## config.mk

```make
export PLATFORM = sky130hd
export DESIGN_NAME = pipelined_cla_adder
export DESIGN_NICKNAME = d
export VERILOG_FILES = /design/src/rtl/pipelined_cla_adder.sv
export SDC_FILE = /design/constraint.sdc
export NUM_CORES = 1
export LEC_CHECK = 0
export CAP_MARGIN = 20
export CELL_PAD_IN_SITES_DETAIL_PLACEMENT = 1
export CELL_PAD_IN_SITES_GLOBAL_PLACEMENT = 1
export CORE_ASPECT_RATIO = 1.75
export CORE_UTILIZATION = 36
export CTS_BUF_LIST = sky130_fd_sc_hd__clkbuf_8
export CTS_CLUSTER_SIZE = 28
export DETAILED_ROUTE_END_ITERATION = 10
export PLACE_DENSITY = 0.83
export SETUP_SLACK_MARGIN = 0.02
export SYNTH_ARGS = -nofsm -noshare
export SYNTH_HDL_FRONTEND = slang
export SYNTH_SLANG_ARGS = --single-unit
```

## constraint.sdc

```tcl
create_clock -name clk -period 2.1 [get_ports clk]
set_clock_uncertainty 0.15 [all_clocks]
set_input_delay 0.315 -clock clk [delete_from_list [all_inputs] [get_ports clk]]
set_output_delay 0.315 -clock clk [all_outputs]
set_load 0.02 [all_outputs]
```

## src/rtl/pipelined_cla_adder.sv

```systemverilog
// Pipelined carry-lookahead adder/subtractor with a valid/ready handshake.
// The WIDTH-bit operands are cut into STAGES equal slices. Each slice is a
// BLOCK-grouped lookahead adder followed by a register, so the carry crosses
// one slice per clock. Operand bits are skewed forward, and finished low sums
// are deskewed, so all bits of one transaction leave the pipe together.
module pipelined_cla_adder #(
  parameter int unsigned WIDTH  = 16,
  parameter int unsigned BLOCK  = 4,
  parameter int unsigned STAGES = 2
) (
  input  logic             clk,
  input  logic             rst,
  input  logic             in_valid,
  output logic             in_ready,
  input  logic [WIDTH-1:0] a,
  input  logic [WIDTH-1:0] b,
  input  logic             carry_in,
  input  logic             sub,
  output logic             out_valid,
  input  logic             out_ready,
  output logic [WIDTH-1:0] sum,
  output logic             carry_out,
  output logic             overflow
);

  localparam int unsigned S  = WIDTH / STAGES;
  localparam int unsigned NG = S / BLOCK;

  if (STAGES == 0 || BLOCK == 0 || (WIDTH % (STAGES * BLOCK)) != 0) begin : g_bad_params
    $error("pipelined_cla_adder: WIDTH must be a multiple of STAGES*BLOCK");
  end

  // Sum-of-products lookahead carry into position base+n from a carry cin
  // entering position base; every term is formed directly from p/g, so no
  // carry ripples from one position to the next.
  function automatic logic f_carry(input logic [S-1:0] p, input logic [S-1:0] g,
                                   input logic cin, input int unsigned base,
                                   input int unsigned n);
    logic c;
    logic t;
    c = cin;
    for (int unsigned m = 0; m < n; m++) c = c & p[base+m];
    for (int unsigned m = 0; m < n; m++) begin
      t = g[base+m];
      for (int unsigned q = m + 1; q < n; q++) t = t & p[base+q];
      c = c | t;
    end
    return c;
  endfunction

  logic             w_adv;
  logic [WIDTH-1:0] w_a_eff;
  logic [WIDTH-1:0] w_b_eff;
  logic             w_cin_eff;

  assign w_a_eff   = a;
  assign w_b_eff   = sub ? ~b : b;
  assign w_cin_eff = carry_in ^ sub;

  for (genvar k = 0; k < STAGES; k++) begin : g_stage
    // Operand bits this stage still carries: its own slice plus all higher ones.
    localparam int unsigned IW = (STAGES - k) * S;

    logic [IW-1:0]        w_ain;
    logic [IW-1:0]        w_bin;
    logic                 w_ci;
    logic                 w_vin;
    logic [S-1:0]         w_p;
    logic [S-1:0]         w_g;
    logic [S-1:0]         w_c;
    logic [S-1:0]         w_s;
    logic [NG-1:0]        w_gp;
    logic [NG-1:0]        w_gg;
    logic [NG:0]          w_gc;
    logic [(k+1)*S-1:0]   w_sum_nxt;

    logic                 r_v;
    logic [(k+1)*S-1:0]   r_sum;
    logic                 r_c;

    if (k == 0) begin : g_src
      assign w_ain     = w_a_eff;
      assign w_bin     = w_b_eff;
      assign w_ci      = w_cin_eff;
      assign w_vin     = in_valid;
      assign w_sum_nxt = w_s;
    end else begin : g_src
      assign w_ain     = g_stage[k-1].g_fwd.r_a;
      assign w_bin     = g_stage[k-1].g_fwd.r_b;
      assign w_ci      = g_stage[k-1].r_c;
      assign w_vin     = g_stage[k-1].r_v;
      assign w_sum_nxt = {w_s, g_stage[k-1].r_sum};
    end

    // Slice adder: group P/G, group carries from group P/G, bit carries from group carry-in.
    always_comb begin
      w_p  = w_ain[S-1:0] ^ w_bin[S-1:0];
      w_g  = w_ain[S-1:0] & w_bin[S-1:0];
      w_gp = '0;
      w_gg = '0;
      w_gc = '0;
      w_c  = '0;
      for (int unsigned j = 0; j < NG; j++) begin
        w_gp[j] = &w_p[j*BLOCK +: BLOCK];
        w_gg[j] = f_carry(w_p, w_g, 1'b0, j * BLOCK, BLOCK);
      end
      for (int unsigned j = 0; j <= NG; j++)
        w_gc[j] = f_carry(S'(w_gp), S'(w_gg), w_ci, 32'd0, j);
      for (int unsigned j = 0; j < NG; j++)
        for (int unsigned i = 0; i < BLOCK; i++)
          w_c[j*BLOCK+i] = f_carry(w_p, w_g, w_gc[j], j * BLOCK, i);
      w_s = w_p ^ w_c;
    end

    // Stage valid shifts on every advance; data loads only for a valid entry.
    always_ff @(posedge clk or posedge rst) begin
      if (rst) begin
        r_v   <= 1'b0;
        r_sum <= '0;
        r_c   <= 1'b0;
      end else if (w_adv) begin
        r_v <= w_vin;
        if (w_vin) begin
          r_sum <= w_sum_nxt;
          r_c   <= w_gc[NG];
        end
      end
    end

    if (k < STAGES - 1) begin : g_fwd
      logic [IW-S-1:0] r_a;
      logic [IW-S-1:0] r_b;

      // Skew registers: pass the not-yet-added upper operand bits to the next stage.
      always_ff @(posedge clk or posedge rst) begin
        if (rst) begin
          r_a <= '0;
          r_b <= '0;
        end else if (w_adv && w_vin) begin
          r_a <= w_ain[IW-1:S];
          r_b <= w_bin[IW-1:S];
        end
      end
    end

    if (k == STAGES - 1) begin : g_last
      logic r_cmsb;

      // Carry into the MSB, kept alongside carry_out for the overflow flag.
      always_ff @(posedge clk or posedge rst) begin
        if (rst)                   r_cmsb <= 1'b0;
        else if (w_adv && w_vin)   r_cmsb <= w_c[S-1];
      end
    end
  end

  assign out_valid = g_stage[STAGES-1].r_v;
  assign sum       = g_stage[STAGES-1].r_sum;
  assign carry_out = g_stage[STAGES-1].r_c;
  assign overflow  = g_stage[STAGES-1].g_last.r_cmsb ^ g_stage[STAGES-1].r_c;
  assign w_adv     = !out_valid | out_ready;
  assign in_ready  = w_adv;

endmodule
```

==> tab_implementation.tex <==
\begin{tabular}{lr}
\hline
Metric & Value \\
\hline
\multicolumn{2}{l}{\textbf{Clock tree}} \\
\quad Number of H-tree branching levels & 2 \\
\quad CTS Sinks & 45 \\
\quad Longest Clk Path Bufs & 2 \\
\quad Clock latency reported for the late side of the worst-skew pair & 0.31 ns \\
\quad Clk slew on worst S/H paths & 0.08 ns \\
\quad Root Buffer Master & sky130\_fd\_sc\_hd\_\_clkbuf\_8 \\
\quad Total of hold buffers inserted after clock tree synthesis & 0 \\
\quad Num CTS Buffers & 5 \\
\quad Clock tree from TritonCTS & yes \\
\multicolumn{2}{l}{\textbf{Logic synthesis}} \\
\quad Cells after synthesis & 237 \\
\quad Warnings, synthesis & 0 \\
\quad Post-Synthesis Cell Area & 2540 um\^{}2 \\
\quad Average size of a mapped cell & 10.7 um\^{}2 \\
\quad Net count after synthesis & 299 \\
\quad Largest cells by area after synthesis & sky130\_fd\_sc\_hd\_\_dfrtp\_1 (44\%), sky130\_fd\_sc\_hd\_\_ha\_1 (9.9\%), sky130\_fd\_sc\_hd\_\_mux2\_2 (7.5\%), sky130\_fd\_sc\_hd\_\_o21ai\_0 (4.9\%), sky130\_fd\_sc\_hd\_\_nand2\_1 (4.7\%) \\
\quad Area fraction of the dominant cell type after synthesis & 0.444 \\
\quad \#FFs+latches synth & 45 \\
\quad Library cell occupying the most area in the post-synthesis netlist & sky130\_fd\_sc\_hd\_\_dfrtp\_1 \\
\quad Register area share after synthesis & 0.444 \\
\quad Count of different cell masters after synthesis & 30 \\
\multicolumn{2}{l}{\textbf{Timing}} \\
\quad Final Max Tran Viols & 0 \\
\quad Unrepaired setup endpoints after global routing & true \\
\quad Setup Total Neg Slack & -0.561 ns \\
\quad Pin slew with the least headroom to its limit & 0.292 ns \\
\quad Final setup vio count & 6 \\
\quad Slew Limit Headroom & 0.803 \\
\quad Final Hold Vio Count & 0 \\
\quad Max frequency & 438 MHz \\
\quad Final critical delay including setup and external delays & 2.28 ns \\
\quad Crit share post-route & 1.09 \\
\quad Hold slack final & 0.195 ns \\
\quad PnR worst setup slack & -0.182 ns \\
\multicolumn{2}{l}{\textbf{Worst setup path}} \\
\quad Cell breakdown of the critical path & ha\_4 > a21oi\_4 > o211ai\_1 > a21o\_1 > ha\_2 > o21a\_1 > o21ai\_4 > nor3b\_4 > o31ai\_2 \\
\quad Crit-path max cell delay & 0.43 ns \\
\quad Required time at the endpoint of the critical path & 2.15 ns \\
\quad Cell count of the worst reg-to-reg path & 9 \\
\quad Critical path class & register to register \\
\quad Worst reg2reg path startpoint & g\_stage[0].g\_fwd.r\_a[0] \\
\quad Slowest cell on the critical path & sky130\_fd\_sc\_hd\_\_dfrtp\_1 \\
\quad Worst flop-to-flop path endpoint & sum[15] \\
\quad Reg2Reg Setup Slack & -0.18 ns \\
\quad Element type at the critical path end & register \\
\quad Data arrival, critical path & 2.33 ns \\
\quad Startpoint kind of the worst setup timing path & register \\
\quad Crit-path max FO & 4 \\
\multicolumn{2}{l}{\textbf{Global route}} \\
\quad Wire length of the first global-routing pass & 9970 um \\
\quad Via count of the first global-routing pass & 2210 \\
\quad Antenna violations before repair & 0 \\
\quad Final global-route overflow total & 0 \\
\quad Largest net degree at the start of global routing & 46 \\
\quad Overall Global Routing Usage & 0.179 \\
\multicolumn{2}{l}{\textbf{Place}} \\
\quad Placement-stage worst setup slack & -0.961 ns \\
\quad Standard cell area after detailed placement & 3410 um\^{}2 \\
\quad Total placed cells including tap cells & 394 \\
\quad Port Buf Inserts & 57 \\
\quad Sum of net half-perimeters after detailed placement & 4490 um \\
\quad Final GP Congestion & 0.779 \\
\multicolumn{2}{l}{\textbf{Floorplan}} \\
\quad Site Rows & 40 \\
\quad Initial cell density of the core & 0.370 \\
\quad X dimension of the die & 65.5 um \\
\quad Placeable core region & 6860 um\^{}2 \\
\quad Number of top-level pins & 58 \\
\quad Die Height & 113 um \\
\quad Overall die area & 7400 um\^{}2 \\
\multicolumn{2}{l}{\textbf{Pwr}} \\
\quad Worst vdd ir & 0.341 mV \\
\quad Cell area power density & 998 nW/um\^{}2 \\
\quad Leakage power summed over all cells & 1.67 nW \\
\quad Total power & 3.68 mW \\
\multicolumn{2}{l}{\textbf{Routing}} \\
\quad Routed via count & 1998 \\
\quad First drt pass iteration count & 4 \\
\quad Post-DR vias/cell & 4.86 \\
\quad Wirelength, routed & 5870 um \\
\quad DRC viols & 0 \\
\quad Detailed router's first-iteration violation count & 55 \\
\quad Remaining antenna violation count & 0 \\
\quad Wire length per cell after detailed routing & 14.3 um \\
\multicolumn{2}{l}{\textbf{Min path}} \\
\quad Min-Delay Path Class & input port to asynchronous set/reset pin \\
\multicolumn{2}{l}{\textbf{Finish}} \\
\quad FILL cells & 747 \\
\quad Area added between synthesis and finish & 45.5\% \\
\quad Count of non-filler cells in the finished layout & 411 \\
\quad Post-Layout Inst Area & 3690 um\^{}2 \\
\quad Final net count & 388 \\
\quad Layout cells sized above 1 & 0.275 \\
\quad Number of diodes & 0 \\
\quad Core occupancy in the finished layout & 0.539 \\
\multicolumn{2}{l}{\textbf{Outcome}} \\
\quad Outcome & finished, violations left \\
\quad Failing checks & setup timing \\
\multicolumn{2}{l}{\textbf{Run}} \\
\quad Count of max-cap constraint violations & 0 \\
\hline
\end{tabular}
-- worst max path at each step --
stage	from	to	slack (ns)	cells past startpoint
2_1_floorplan	sub	g_stage[0].r_sum[6]	-0.43	13
3_3_place_gp	sub	g_stage[0].r_sum[7]	-0.80	12
3_5_place_dp	sub	g_stage[0].r_sum[7]	-0.96	12
4_1_cts	g_stage[0].g_fwd.r_a[0]	sum[15]	-0.24	9
5_1_grt	g_stage[0].g_fwd.r_a[0]	sum[15]	-0.24	9
6_report	g_stage[0].g_fwd.r_a[0]	sum[15]	-0.18	9
-- cells by family (layout without fill, tap and decap cells) --
logic type	count (synthesis)	count (layout)	share of synthesized area
muxes	18	18	0.0794
adders and majority gates	24	24	0.130
DFF	45	45	0.444
buffers and inverters	24	114	0.0463
and+or+nand+nor	49	49	0.0878
AOI/OAI and AO/OA	55	55	0.134
xor gates and xnor gates	22	22	0.0789
-- timing repair --
action	in CTS	in global routing
pin swaps	27	17
endpoints found under the setup margin	12	11
setup buffers	7	3
gates resized for setup	36	12
-- cells in the final DEF (no fill, tap or decap), drive strengths merged --
cell and n:
a21boi 4, a21o 4, a21oi 9, a31oi 1, buf 38, clkbuf 7, clkdlybuf4s50 49, clkinv 1
dfrtp 45, dlygate4sd2 4, fa 4, ha 20, inv 15, mux2 17, mux2i 1, nand2 34
nand2b 1, nand4 1, nor2 3, nor3 2, nor3b 5, o211ai 2, o21a 4, o21ai 26
o31ai 5, or3 3, xnor2 9, xor2 13
-- final cells by class --
class                   count  area, um^2  area share
flip-flops and latches     45        1130       0.305
well taps                  84         105      0.0285
clock buffers               7        96.3      0.0261
clock inverters             1        5.00     0.00136
repair buffers             91         863       0.234
multi-input cells         168        1440       0.390
inverters                  15        56.3      0.0152
-- flip-flops by register name (all words and copies together) (netlist names), 8 cells and up --
name	cells
g_stage.r_sum	8
g_stage.g_fwd.r_a	8
g_stage.g_fwd.r_b	8
sum	16
-- report_power, final --
group	leakage, nW	internal, mW	switching, mW
clock network	0.0542	0.297	0.289
registers	0.544	1.14	0.173
logic	1.07	0.953	0.831
-- critical path: cells and delay by family (launching register included) --
kind | cells | cell delay (ns)
compound gates | 6 | 0.93
fa+ha+maj | 2 | 0.44
flops | 1 | 0.43
simple gates | 1 | 0.22
-- metal layers --
layer  global-route usage  wire length, um  vias to the layer above
met4               0.0812              119                        0
met1                0.181             2070                      983
met3               0.0282              128                        8
met2                0.343             3550                       33
met5                    0                0                        -
li1                     -                -                      974
-- cells in the mapped netlist --
cell,number
sky130_fd_sc_hd__nand4_1,1
sky130_fd_sc_hd__dfrtp_1,45
sky130_fd_sc_hd__ha_1,20
sky130_fd_sc_hd__a21boi_0,4
sky130_fd_sc_hd__buf_2,4
sky130_fd_sc_hd__buf_6,1
sky130_fd_sc_hd__o21ai_0,25
sky130_fd_sc_hd__o31ai_2,1
sky130_fd_sc_hd__nand2_1,32
sky130_fd_sc_hd__o31ai_1,4
sky130_fd_sc_hd__a21oi_1,9
sky130_fd_sc_hd__nand2_2,2
sky130_fd_sc_hd__nor3_1,2
sky130_fd_sc_hd__mux2_2,17
sky130_fd_sc_hd__o21ai_2,1
sky130_fd_sc_hd__inv_1,15
sky130_fd_sc_hd__nand2b_1,1
sky130_fd_sc_hd__buf_4,4
sky130_fd_sc_hd__nor3b_1,5
sky130_fd_sc_hd__xnor2_1,8
sky130_fd_sc_hd__nor2_1,3
sky130_fd_sc_hd__xnor2_2,1
sky130_fd_sc_hd__a31oi_2,1
sky130_fd_sc_hd__mux2i_1,1
sky130_fd_sc_hd__fa_1,4
sky130_fd_sc_hd__or3_1,3
sky130_fd_sc_hd__o21a_1,4
sky130_fd_sc_hd__xor2_1,13
sky130_fd_sc_hd__a21o_1,4
sky130_fd_sc_hd__o211ai_1,2
Note: power is estimated with default switching activity, not from simulation.
